===== src/rtl/inst_fetch_unit.sv =====
// Instruction fetch stage: owns the fetch PC, issues single-outstanding word
// reads to instruction memory, buffers responses with their PCs in a small
// FIFO and hands them to decode over valid/ready. Branch redirects flush all
// buffered and in-flight instructions.
module inst_fetch_unit #(
  parameter int unsigned       ADDR_W    = 32,
  parameter logic [ADDR_W-1:0] RESET_PC  = 32'h0000_0000,
  parameter int unsigned       BUF_DEPTH = 2
) (
  input  logic              clk_i,
  input  logic              rst_i,
  output logic              imem_req_o,
  output logic [ADDR_W-1:0] imem_addr_o,
  input  logic              imem_gnt_i,
  input  logic              imem_rvalid_i,
  input  logic [31:0]       imem_rdata_i,
  output logic              instr_valid_o,
  input  logic              instr_ready_i,
  output logic [31:0]       instr_o,
  output logic [ADDR_W-1:0] pc_o,
  output logic [ADDR_W-1:0] pc_plus4_o,
  input  logic              redirect_i,
  input  logic [ADDR_W-1:0] redirect_pc_i
);

  localparam int unsigned       PTR_W   = $clog2(BUF_DEPTH);
  localparam int unsigned       CNT_W   = PTR_W + 1;
  localparam logic [CNT_W-1:0]  DEPTH_C = CNT_W'(BUF_DEPTH);
  localparam logic [ADDR_W-1:0] PC_STEP = ADDR_W'(4);

  // DROP means one flushed request is still in flight and its data must be
  // swallowed before a new request can go out.
  typedef enum logic [1:0] {ST_IDLE, ST_REQ, ST_WAIT, ST_DROP} state_e;

  state_e            state_q, state_d;
  logic [ADDR_W-1:0] fetch_pc_q, fetch_pc_d;
  logic [ADDR_W-1:0] issued_pc_q, issued_pc_d;

  logic [31:0]       instr_mem_q [BUF_DEPTH];
  logic [ADDR_W-1:0] pc_mem_q    [BUF_DEPTH];
  logic [PTR_W-1:0]  wr_ptr_q, rd_ptr_q;
  logic [CNT_W-1:0]  count_q, count_d;
  logic [CNT_W-1:0]  count_after_push;

  logic push, pop, flush;
  logic unused_redirect_lsbs;

  // Target low bits are forced to zero, so they never reach any logic.
  assign unused_redirect_lsbs = ^redirect_pc_i[1:0];

  assign instr_valid_o    = (count_q != '0);
  assign pop              = instr_valid_o & instr_ready_i;
  // Occupancy once the arriving word is in, accounting for a same-cycle pop.
  assign count_after_push = count_q + CNT_W'(1) - CNT_W'(pop);

  assign imem_req_o  = (state_q == ST_REQ);
  assign imem_addr_o = fetch_pc_q;
  assign instr_o     = instr_mem_q[rd_ptr_q];
  assign pc_o        = pc_mem_q[rd_ptr_q];
  assign pc_plus4_o  = pc_o + PC_STEP;

  // Next-state logic; a redirect overrides every other event this cycle.
  always_comb begin
    state_d     = state_q;
    fetch_pc_d  = fetch_pc_q;
    issued_pc_d = issued_pc_q;
    push        = 1'b0;
    flush       = 1'b0;
    if (redirect_i) begin
      flush      = 1'b1;
      fetch_pc_d = {redirect_pc_i[ADDR_W-1:2], 2'b00};
      case (state_q)
        ST_IDLE: state_d = ST_REQ;
        // A granted request is now in flight and its data is stale.
        ST_REQ:  state_d = imem_gnt_i ? ST_DROP : ST_REQ;
        // If the pending response lands now it is simply discarded.
        ST_WAIT, ST_DROP: state_d = imem_rvalid_i ? ST_REQ : ST_DROP;
        default: state_d = ST_IDLE;
      endcase
    end else begin
      case (state_q)
        ST_IDLE: begin
          // Nothing outstanding here, so only buffered words consume credit.
          if (count_q < DEPTH_C) state_d = ST_REQ;
        end
        ST_REQ: begin
          if (imem_gnt_i) begin
            issued_pc_d = fetch_pc_q;
            fetch_pc_d  = fetch_pc_q + PC_STEP;
            state_d     = ST_WAIT;
          end
        end
        ST_WAIT: begin
          if (imem_rvalid_i) begin
            push    = 1'b1;
            state_d = (count_after_push < DEPTH_C) ? ST_REQ : ST_IDLE;
          end
        end
        ST_DROP: begin
          if (imem_rvalid_i) state_d = ST_REQ;
        end
        default: state_d = ST_IDLE;
      endcase
    end
  end

  // FIFO occupancy; a flush empties it even if a pop happens alongside.
  always_comb begin
    count_d = count_q;
    if (flush) begin
      count_d = '0;
    end else if (push && !pop) begin
      count_d = count_q + CNT_W'(1);
    end else if (!push && pop) begin
      count_d = count_q - CNT_W'(1);
    end
  end

  // Fetch state and PC registers.
  always_ff @(posedge clk_i or posedge rst_i) begin
    if (rst_i) begin
      state_q     <= ST_IDLE;
      fetch_pc_q  <= RESET_PC;
      issued_pc_q <= RESET_PC;
    end else begin
      state_q     <= state_d;
      fetch_pc_q  <= fetch_pc_d;
      issued_pc_q <= issued_pc_d;
    end
  end

  // Instruction buffer storage and pointers; entries clear on reset so the
  // head reads as instruction 0 at PC 0 until the first push.
  always_ff @(posedge clk_i or posedge rst_i) begin
    if (rst_i) begin
      wr_ptr_q <= '0;
      rd_ptr_q <= '0;
      count_q  <= '0;
      for (int i = 0; i < int'(BUF_DEPTH); i++) begin
        instr_mem_q[i] <= '0;
        pc_mem_q[i]    <= '0;
      end
    end else begin
      count_q <= count_d;
      if (flush) begin
        wr_ptr_q <= '0;
        rd_ptr_q <= '0;
      end else begin
        if (push) begin
          instr_mem_q[wr_ptr_q] <= imem_rdata_i;
          pc_mem_q[wr_ptr_q]    <= issued_pc_q;
          wr_ptr_q              <= wr_ptr_q + PTR_W'(1);
        end
        if (pop) begin
          rd_ptr_q <= rd_ptr_q + PTR_W'(1);
        end
      end
    end
  end

endmodule


===== config.mk =====
export PLATFORM = sky130hd
export DESIGN_NAME = inst_fetch_unit
export DESIGN_NICKNAME = d
export VERILOG_FILES = /design/src/rtl/inst_fetch_unit.sv
export SDC_FILE = /design/constraint.sdc
export NUM_CORES = 1
export LEC_CHECK = 0
export ABC_AREA = 1
export CORE_MARGIN = 4
export CORE_UTILIZATION = 25
export DETAILED_ROUTE_END_ITERATION = 16
export HOLD_SLACK_MARGIN = 0.1
export PLACE_DENSITY = 0.47
export REMOVE_ABC_BUFFERS = 1
export SLEW_MARGIN = 25
export SYNTH_ARGS = -nofsm -noshare
export SYNTH_HDL_FRONTEND = slang
export SYNTH_SLANG_ARGS = --single-unit

===== constraint.sdc =====
create_clock -name clk_i -period 8 [get_ports clk_i]
set_clock_uncertainty 0.1 [all_clocks]
set_input_delay 1.6 -clock clk_i [delete_from_list [all_inputs] [get_ports clk_i]]
set_output_delay 1.6 -clock clk_i [all_outputs]
set_load 0.02 [all_outputs]

# Word level (Yosys, flattened, before mapping)
# Index checks and enable logic that the tools add are counted.
[op_classes] addsub=7 n_lt_le_gt_ge=5 eq_ne=7 muxes=34 bitwise_logic=5 n_reduce_logical=17
[op_table] cell="$mux 32" n=10
[op_table] cell="$bwmux 64" n=2
[op_table] cell="$add 32x3->32 const B" n=2
[op_table] cell="$demux 32 s1" n=1
[op_table] cell="$mux 2" n=10
[op_table] cell="$reduce_bool 2->1" n=5
[op_table] cell="$mux 1" n=9
[op_table] cell="$ne 3x3->1 const B" n=3
[op_table] cell="$pmux 2 s4" n=1
[op_table] cell="$pmux 2 s3" n=1
[op_table] cell="$eq 2x2->1 const B" n=2
[op_table] cell="$ge 2x2->1 const B" n=2
[op_table] cell="$lt 2x2->1 const B" n=2
[op_table] cell="$not 1->2" n=2
[op_table] cell="$reduce_and 2->1" n=2
[op_table] cell="$reduce_and 4->1" n=1
[op_table] cell="$logic_and 1x1->1" n=3
[op_table] cell="$ne 3x1->1 const B" n=1
[op_table] cell="$reduce_and 3->1" n=1
[op_table] cell="$reduce_bool 3->1" n=1
[op_table] cell="$add 1x1->1 const B" n=2
[op_table] cell="$add 2x1->2 const B" n=1
[op_table] cell="$eq 2x1->1 const B" n=1
[op_table] cell="$logic_not 1->1" n=2
[op_table] cell="7 further kinds" n=8
[totals] regBits=198 in_bits=70 out_inout_bits=130 word_cells=85

# Logic depth before layout (Yosys ltp)
# Gate-level depths: netlist (run 1).
[logic_depth] word_depth=8 mapped_depth=11 mapped_depth_nobuf=10

# Least setup slack after synthesis (run 1)
# No wires, ideal clock.
[synth_timing] path_kind="flip-flop to output port" start="register rd_ptr_q" end="output port pc_plus4_o[18]" arrival_time_ps=2082 slack_ps=4218 stages_incl_launch_ff=8 path_buffers=0 path_cell_list="dfrtp_1 o21ai_1 ha_1 nand3_2 inv_1 nand2_1 nor2_1 xor2_1"
[synth_via] elab_chain_cells=5
[synth_lines] item="start, declared" line="41" source="logic [PTR_W-1:0] wr_ptr_q, rd_ptr_q;"
[synth_lines] item="start signal, assigned" line="155" source="rd_ptr_q <= rd_ptr_q + PTR_W'(1);"
[synth_lines] item="$not 1->2 (not written as such)" line="59" source="assign pc_o = pc_mem_q[rd_ptr_q];"
[synth_lines] item="$mux 32 (not written as such) (3 in a row)" line="59"
[synth_lines] item="net pc_o[2]" line="20" source="output logic [ADDR_W-1:0] pc_o,"
[synth_lines] item="$add 32x3->32" line="60" source="assign pc_plus4_o = pc_o + PC_STEP;"
[synth_lines] item="end, declared" line="21" source="output logic [ADDR_W-1:0] pc_plus4_o,"
# The timed path passes the listed nets, and every way through them passes these cells. The select of a mux whose other input is x is not followed.

# Worst setup path after layout (run 1)
[layout_timing] start="register rd_ptr_q" end="output port pc_plus4_o[18]"
[layout_via] elab_chain_cells=5
[layout_lines] item="$not 1->2 (not written as such)" line="59"
[layout_lines] item="$mux 32 (not written as such) (3 in a row)" line="59"
[layout_lines] item="$add 32x3->32" line="60"
# Every way passes these cells. The select of a mux whose other input is x is not followed.

==> results of run 1 <==
## flip-flops by register name, indices dropped and copies added, names as in the netlist
name and flops:
count_q 2, imem_addr_o 30, instr_mem_q 64, issued_pc_q 30, pc_mem_q 60, rd_ptr_q 1
state_q 2, wr_ptr_q 1
## power groups by stage
stage	clock network, W	registers (W)	logic, W
floorplan	0	0.00153	0.00129
global placement	0	0.00156	0.00231
detailed placement	0	0.00157	0.00233
CTS	0.000944	0.00155	0.00234
global route	0.000988	0.00160	0.00254
finish	0.000908	0.00155	0.00230
## cells by family after synthesis
group | count (synthesis) | synth area share, %
other cells | 1 | 0.0363
fa+ha+maj | 3 | 0.363
simple gates | 724 | 28.8
mux | 41 | 4.47
compound gates | 195 | 9.71
buf+inv | 220 | 9.07
flops | 190 | 46.0
xor+xnor | 19 | 1.61
## area by class of cell
class	instances	area [µm²]	area share, %
flip-flops and latches	190	4760	35.7
multi-input cells	988	4680	35.1
repair buffers	200	1980	14.9
well taps	532	666	5.00
inverters	158	606	4.55
clock buffers	17	425	3.20
clock inverters	15	201	1.51
## critical path: cells and delay by family (launching register included)
family,cells,cell delay (ns)
and+or+nand+nor,5,0.75
xor gates and xnor gates,1,0.16
buffers and inverters,3,1.51
adders and majority gates,1,0.30
DFF,1,0.79
## cell usage after synthesis (4+ instances only)
cell type  instances  area share [%]
o211ai_1           4            0.29
nand2_2           30             1.8
nor2_2            18             1.1
o21ai_1           11            0.53
clkbuf_1          14            0.51
mux2_2            41             4.5
buf_6              6            0.65
a21oi_1           68             3.3
o21ai_0          101             4.9
nor2_1           171             6.2
buf_2             25             1.2
nand3_1           49             2.4
and2_1             4            0.24
nand2_1          437              16
nand4_1            7            0.42
inv_1            154             5.6
buf_1              7            0.25
o22ai_1            5            0.30
xor2_1            17             1.4
dfrtp_1          190              46
buf_4              9            0.65
inv_2              4            0.15
## worst max-delay path by stage
stage	startpoint	depth (start not counted)	slack [ns]	endpoint
floorplan	rst_i	1	1.13	count_q[0]$_DFFE_PP0P_
finish	rd_ptr_q$_DFFE_PP0P_	10	2.32	pc_plus4_o[18]
CTS	rd_ptr_q$_DFFE_PP0P_	10	2.19	pc_plus4_o[18]
global route	rd_ptr_q$_DFFE_PP0P_	10	2.02	pc_plus4_o[18]
detailed placement	rd_ptr_q$_DFFE_PP0P_	10	2.70	pc_plus4_o[18]
global placement	rd_ptr_q$_DFFE_PP0P_	10	2.77	pc_plus4_o[18]
## metrics by stage
step / setup slack (ns) / total power (W) / std cells / hold WS, ns
final: 2.32 / 0.00475 / 2100 / 0.388
after global routing: 2.02 / 0.00512 / 2100 / 0.410
after CTS: 2.19 / 0.00483 / 2100 / 0.396
after detailed placement: 2.70 / 0.00390 / 2068 / 0.369
after global placement: 2.77 / 0.00387 / 2068 / 0.367
after floorplan: 1.13 / 0.00282 / 1336 / 0.348
## metal layers
layer / wire [µm] / track usage [%] / share of wire [%]
met2: 14000 / 21.7 / 44
met5: 0 / 0 / 0
met4: 518 / 4.13 / 1.6
met3: 1240 / 2.25 / 3.9
met1: 16400 / 21.7 / 51
==> summary.txt, run 1 <==
Die
  • Boundary pin count: 200
  • Num rows: 74
  • Core ar.: 40800 µm²
  • Initial Utilization: 25.3%
  • Die W: 211 µm
  • Die area: 44700 µm²
  • Die height: 211 µm

Global routing
  • Initial antenna violation count: 0
  • Total GRT Usage: 14.5%
  • Global-route wire length before repair: 50.9 mm
  • Grt ovf: 0
  • Vias in the first global route: 8838
  • Pin count of the biggest net entering global routing: 128

Synth
  • Synth Instances: 1393
  • Sequential area share after synthesis: 46.0%
  • Async set or reset register ratio after synthesis: 100%
  • Post-synthesis cell type count: 34
  • Number of synthesized flops with an enable pin: 0
  • Post-synthesis register bit count: 190
  • YS warnings: 0
  • Syn_area_per_cell: 7.42 µm²
  • Synth Cell Area: 10300 µm²
  • Top FF cell, synth: dfrtp_1

Clock tree
  • Worst-path clk slew: 0.08 ns
  • Cts repair resizes: 0
  • Post-CTS Hold Buffers: 0
  • CTS tree: yes
  • CTS root buf: clkbuf_16
  • Clk buf depth: 2
  • Total number of clock tree sinks: 190
  • Cts bufs inserted: 17
  • Post-CTS setup buffers: 0
  • Worst skew pair latency: 0.46 ns
  • H-Tree Depth: 4

Placement
  • Final Wtd Congestion: 0.872
  • Detail Placement HPWL: 23.3 mm
  • IO Port Bufs: 191
  • Cell Area, Placed: 12700 µm²

Worst hold path
  • Worst Hold Class: flip-flop to flip-flop
  • Hold depth: 2
  • Worst hold endpoint: pc_mem_q[35]$_DFFE_PP0P_
  • Hold_sp: pc_mem_q[35]$_DFFE_PP0P_

Critical path
  • Worst Setup End Kind: output pin
  • Crit path DAT: 3.98 ns
  • Kind of critical path: flip-flop to output pin
  • Slowest Stage Delay on Critical Path: 0.79 ns
  • CP Cell Sequence: inv_2, nand2_1, nand2_2, ha_1, nand3_2, inv_1, nand2_1, nor2_1, xor2_1, clkdlybuf4s50_1
  • Slowest CP cell: dfrtp_4
  • CP Launch Type: flip-flop
  • Crit-path most repeated cell: nand2_1
  • Flop2flop setup slack: 5.48 ns
  • Peak fanout along the critical path: 79
  • Crit path required time: 6.30 ns
  • Worst-case reg-to-reg path depth: 6
  • RR Startpoint: state_q[0]$_DFFE_PP0P_
  • RR Endpoint: instr_mem_q[63]$_DFFE_PP0P_

Job
  • Max_cap viols: 0

Timing
  • Final hold violation count: 0
  • Relative slew slack: 45.4%
  • Final setup vio count: 0
  • Maximum achievable frequency: 176 MHz
  • Final Critical Period: 5.68 ns
  • Setup TNS Final: 0 ns
  • RSZ-0062 raised after global routing: false
  • Final worst path period share: 71.0%
  • Worst-margin pin slew: 0.818 ns
  • Slew Viols, Final: 0

Finish
  • Most common cell after layout, fill and taps aside: nand2_1
  • # nets final: 1628
  • Design Area, Final: 13300 µm²
  • Diodes inserted: 0
  • Commonest non-fill, non-tap cells in the layout: nand2_1, clkdlybuf4s50_1, dfrtp_1
  • Layout cells sized above 1: 9.18%
  • Synth-to-Final Area Change: 28.8%
  • FILL cells: 4392
  • Post-layout util: 32.6%

Route
  • Avg WL per Cell: 15.3 µm
  • Routed WL: 32.1 mm
  • Number of DRC markers in iteration 0: 576
  • Vias per cell: 4.36
  • Drt first pass iters: 5
  • Remaining DRCs: 0
  • Vias: 9152
  • Number of nets with antenna violations after routing: 0

Pwr
  • Leakage Power: 6.32 nW
  • Flop pwr share: 32.5%
  • Power share of the combinational group: 48.4%
  • Cell Pwr Density: 357 nW/µm²
  • Cell internal pwr: 0.00264 W
  • Sw Ratio: 44.4%
  • Power share of the clock group: 19.1%
  • VDD IR max: 0.153 mV
  • NetSw: 0.00211 W

Run status
  • Run status: completed
No activity file was read; power rests on OpenSTA's default activity.
==> run 2: changes to the inputs <==
--- a/config.mk
+++ b/config.mk
@@ -10,7 +10,7 @@
 export CORE_UTILIZATION = 25
 export DETAILED_ROUTE_END_ITERATION = 16
 export HOLD_SLACK_MARGIN = 0.1
-export PLACE_DENSITY = 0.47
+export PLACE_DENSITY = 0.49
 export REMOVE_ABC_BUFFERS = 1
 export SLEW_MARGIN = 25
 export SYNTH_ARGS = -nofsm -noshare
==> constraint.sdc (replaced) <==
create_clock -name clk_i -period 4.75 [get_ports clk_i]
set_clock_uncertainty 0.1 [all_clocks]
set_input_delay 0.95 -clock clk_i [delete_from_list [all_inputs] [get_ports clk_i]]
set_output_delay 0.95 -clock clk_i [all_outputs]
set_load 0.02 [all_outputs]
==> summary.txt, run 2 (same netlist as run 1, synthesis figures left out) <==
Pwr
  • Cell Pwr Density: 597 nW/µm² (was 357 nW/µm²)
  • Leakage Power: 6.33 nW (was 6.32 nW)
  • Tot Pwr: 0.00795 W (was 0.00475 W)
  • VDD IR max: 0.225 mV (was 0.153 mV)

Finish
  • Diodes inserted: 0 (unchanged)
  • Most common cell after layout, fill and taps aside: nand2_1 (unchanged)
  • # nets final: 1632 (was 1628)
  • Layout cells sized above 1: 9.29% (was 9.18%)
  • Max FFs per register: 64 (unchanged)
  • Synth-to-Final Area Change: 28.9% (was 28.8%)
  • Final non-filler cell total: 2104 (was 2100)
  • Commonest non-fill, non-tap cells in the layout: nand2_1, clkdlybuf4s50_1, dfrtp_1 (unchanged)
  • Biggest register: instr_mem_q (unchanged)
  • Top flop regs: instr_mem_q: 64 flops, pc_mem_q: 60 flops (unchanged)

Timing
  • Relative slew slack: 34.3% (was 45.4%)
  • Final setup vio count: 0 (unchanged)
  • RSZ-0062 raised after global routing: false (unchanged)
  • Maximum achievable frequency: 224 MHz
  • Final worst path period share: 93.9%
  • Slew Viols, Final: 0 (unchanged)
  • Final Critical Period: 4.46 ns
  • Worst-margin pin slew: 0.985 ns (was 0.818 ns)
  • Final hold violation count: 0 (unchanged)

Critical path
  • Slowest CP cell: clkdlybuf4s50_1 (was dfrtp_4)
  • CP top delay family: buffers and inverters (unchanged)
  • Crit-path most repeated cell: nand2_1 (unchanged)
  • Slowest Stage Delay on Critical Path: 0.64 ns (was 0.79 ns)
  • Crit path DAT: 3.41 ns (was 3.98 ns)
  • RR Startpoint: state_q[0]$_DFFE_PP0P_ (unchanged)
  • Peak fanout along the critical path: 26 (was 79)
  • CP Buf/Inv Count: 3 (unchanged)
  • Crit path required time: 3.70 ns (was 6.30 ns)
  • Kind of critical path: flip-flop to output pin (unchanged)
  • CP Cell Sequence: inv_2, nand2_1, nand2_2, ha_1, nand3_2, inv_1, nand2_1, nor2_1, xor2_1, clkdlybuf4s50_1 (unchanged)
  • Worst-case reg-to-reg path depth: 7 (was 6)
  • RR Endpoint: pc_mem_q[51]$_DFFE_PP0P_ (was instr_mem_q[63]$_DFFE_PP0P_)
  • Worst Setup End Kind: output pin (unchanged)
  • CP Launch Type: flip-flop (unchanged)
  • Flop2flop setup slack: 2.36 ns (was 5.48 ns)

Clock tree
  • CTS root buf: clkbuf_16 (unchanged)
  • H-Tree Depth: 4 (unchanged)
  • Post-CTS Hold Buffers: 0 (unchanged)
  • Cts bufs inserted: 17 (unchanged)
  • Total number of clock tree sinks: 190 (unchanged)
  • Cts repair resizes: 0 (unchanged)
  • Clk buf depth: 2 (unchanged)
  • Worst-path clk slew: 0.09 ns (was 0.08 ns)
  • Worst skew pair latency: 0.45 ns (was 0.46 ns)
  • CTS tree: yes (unchanged)
  • Post-CTS setup buffers: 0 (unchanged)

Worst hold path
  • Hold depth: 2 (unchanged)
  • Worst Hold Class: flip-flop to flip-flop (unchanged)
  • Hold_sp: issued_pc_q[31]$_DFFE_PP0P_ (was pc_mem_q[35]$_DFFE_PP0P_)
  • Worst hold endpoint: pc_mem_q[31]$_DFFE_PP0P_ (was pc_mem_q[35]$_DFFE_PP0P_)

Route
  • Avg WL per Cell: 15.3 µm (about the same)
  • Vias: 9143 (was 9152)
  • Number of nets with antenna violations after routing: 0 (unchanged)
  • Vias per cell: 4.35 (was 4.36)
  • Routed WL: 32.2 mm (was 32.1 mm)
  • Remaining DRCs: 0 (unchanged)
  • Number of DRC markers in iteration 0: 531 (was 576)
  • Drt first pass iters: 5 (unchanged)

Die
  • Boundary pin count: 200 (unchanged)
  • Die W: 211 µm (unchanged)
  • Num rows: 74 (unchanged)
  • Initial Utilization: 25.3% (unchanged)
  • Core ar.: 40800 µm² (unchanged)
  • Die height: 211 µm (unchanged)
  • Die area: 44700 µm² (unchanged)

Global routing
  • Total GRT Usage: 14.5% (about the same)
  • Pin count of the biggest net entering global routing: 98 (was 128)
  • Initial antenna violation count: 0 (unchanged)
  • Grt ovf: 0 (unchanged)
  • Vias in the first global route: 8931 (was 8838)
  • Global-route wire length before repair: 51.2 mm (was 50.9 mm)

Placement
  • Final Wtd Congestion: 0.876 (was 0.872)
  • Detail Placement HPWL: 23.6 mm (was 23.3 mm)
  • Placed cells: 2072 (was 2068)
  • IO Port Bufs: 191 (unchanged)

Job
  • Max_cap viols: 0 (unchanged)

Run status
  • Run status: completed (unchanged)
## run 2: changes by cell type in the layout (fill, tap and decap cells not counted), sizes merged
cell	change
buf	+4
clkbuf	+2
clkinv	-3
inv	+1
## run 2: cell type report
cell class / instances / area (µm²)
Clock buffer: 19 / 433
Tap cell: 532 / 666
Clock inverter: 13 / 141
Inverter: 158 / 601
Timing Repair Buffer: 204 / 2050
Fill cell: 4374 / 27500
Multi-Input combinational cell: 988 / 4680
Sequential cell: 190 / 4760
## run 2: worst register-to-register path: stages (launching register included)
cell	delay, ns
dfrtp_1	0.40
inv_1	0.09
nand3_1	0.16
nor2_1	0.30
nand2_4	0.55
buf_4	0.51
nor2_1	0.10
a21oi_1	0.05
## run 2: report_power, final
| part | leakage (nW) | switching [W] | internal, W |
|---|---|---|---|
| Clock | 0.282 | 0.000731 | 0.000708 |
| Combinational | 3.85 | 0.00237 | 0.00156 |
| Sequential | 2.19 | 0.000409 | 0.00217 |
| Total | 6.33 | 0.00351 | 0.00444 |
## run 2: metrics by stage
stage               setup slack, ns  hold WS, ns  utilization, %  cell area [µm²]  TNS, ns
floorplan                     -1.47        0.348               -            10000  -279.52
global placement              0.745        0.370            31.2            12700        0
detailed placement            0.729        0.378            31.2            12700        0
CTS                           0.229        0.394            32.6            13300        0
global route                 0.0399        0.419            32.6            13300        0
finish                        0.292        0.383            32.6            13300        0
## run 2: metal layers
layer	GRT usage [%]	wire [µm]	up-vias	share of wire (%)
li1	-	-	4672	-
met2	22.3	14400	186	45
met3	2.46	1140	24	3.5
met1	21.2	16200	4261	50
met5	0	0	-	0
met4	3.73	458	0	1.4
## run 2: worst max path at each step
stage                                    start                endpoint  slack [ns]  cells after the start
final                     rd_ptr_q$_DFFE_PP0P_          pc_plus4_o[18]        0.29                     10
after global routing      rd_ptr_q$_DFFE_PP0P_          pc_plus4_o[18]        0.04                     10
after CTS                 rd_ptr_q$_DFFE_PP0P_          pc_plus4_o[14]        0.23                      8
after detailed placement  rd_ptr_q$_DFFE_PP0P_          pc_plus4_o[14]        0.73                      8
after global placement    rd_ptr_q$_DFFE_PP0P_          pc_plus4_o[14]        0.75                      8
after floorplan                          rst_i  count_q[0]$_DFFE_PP0P_       -1.47                      1
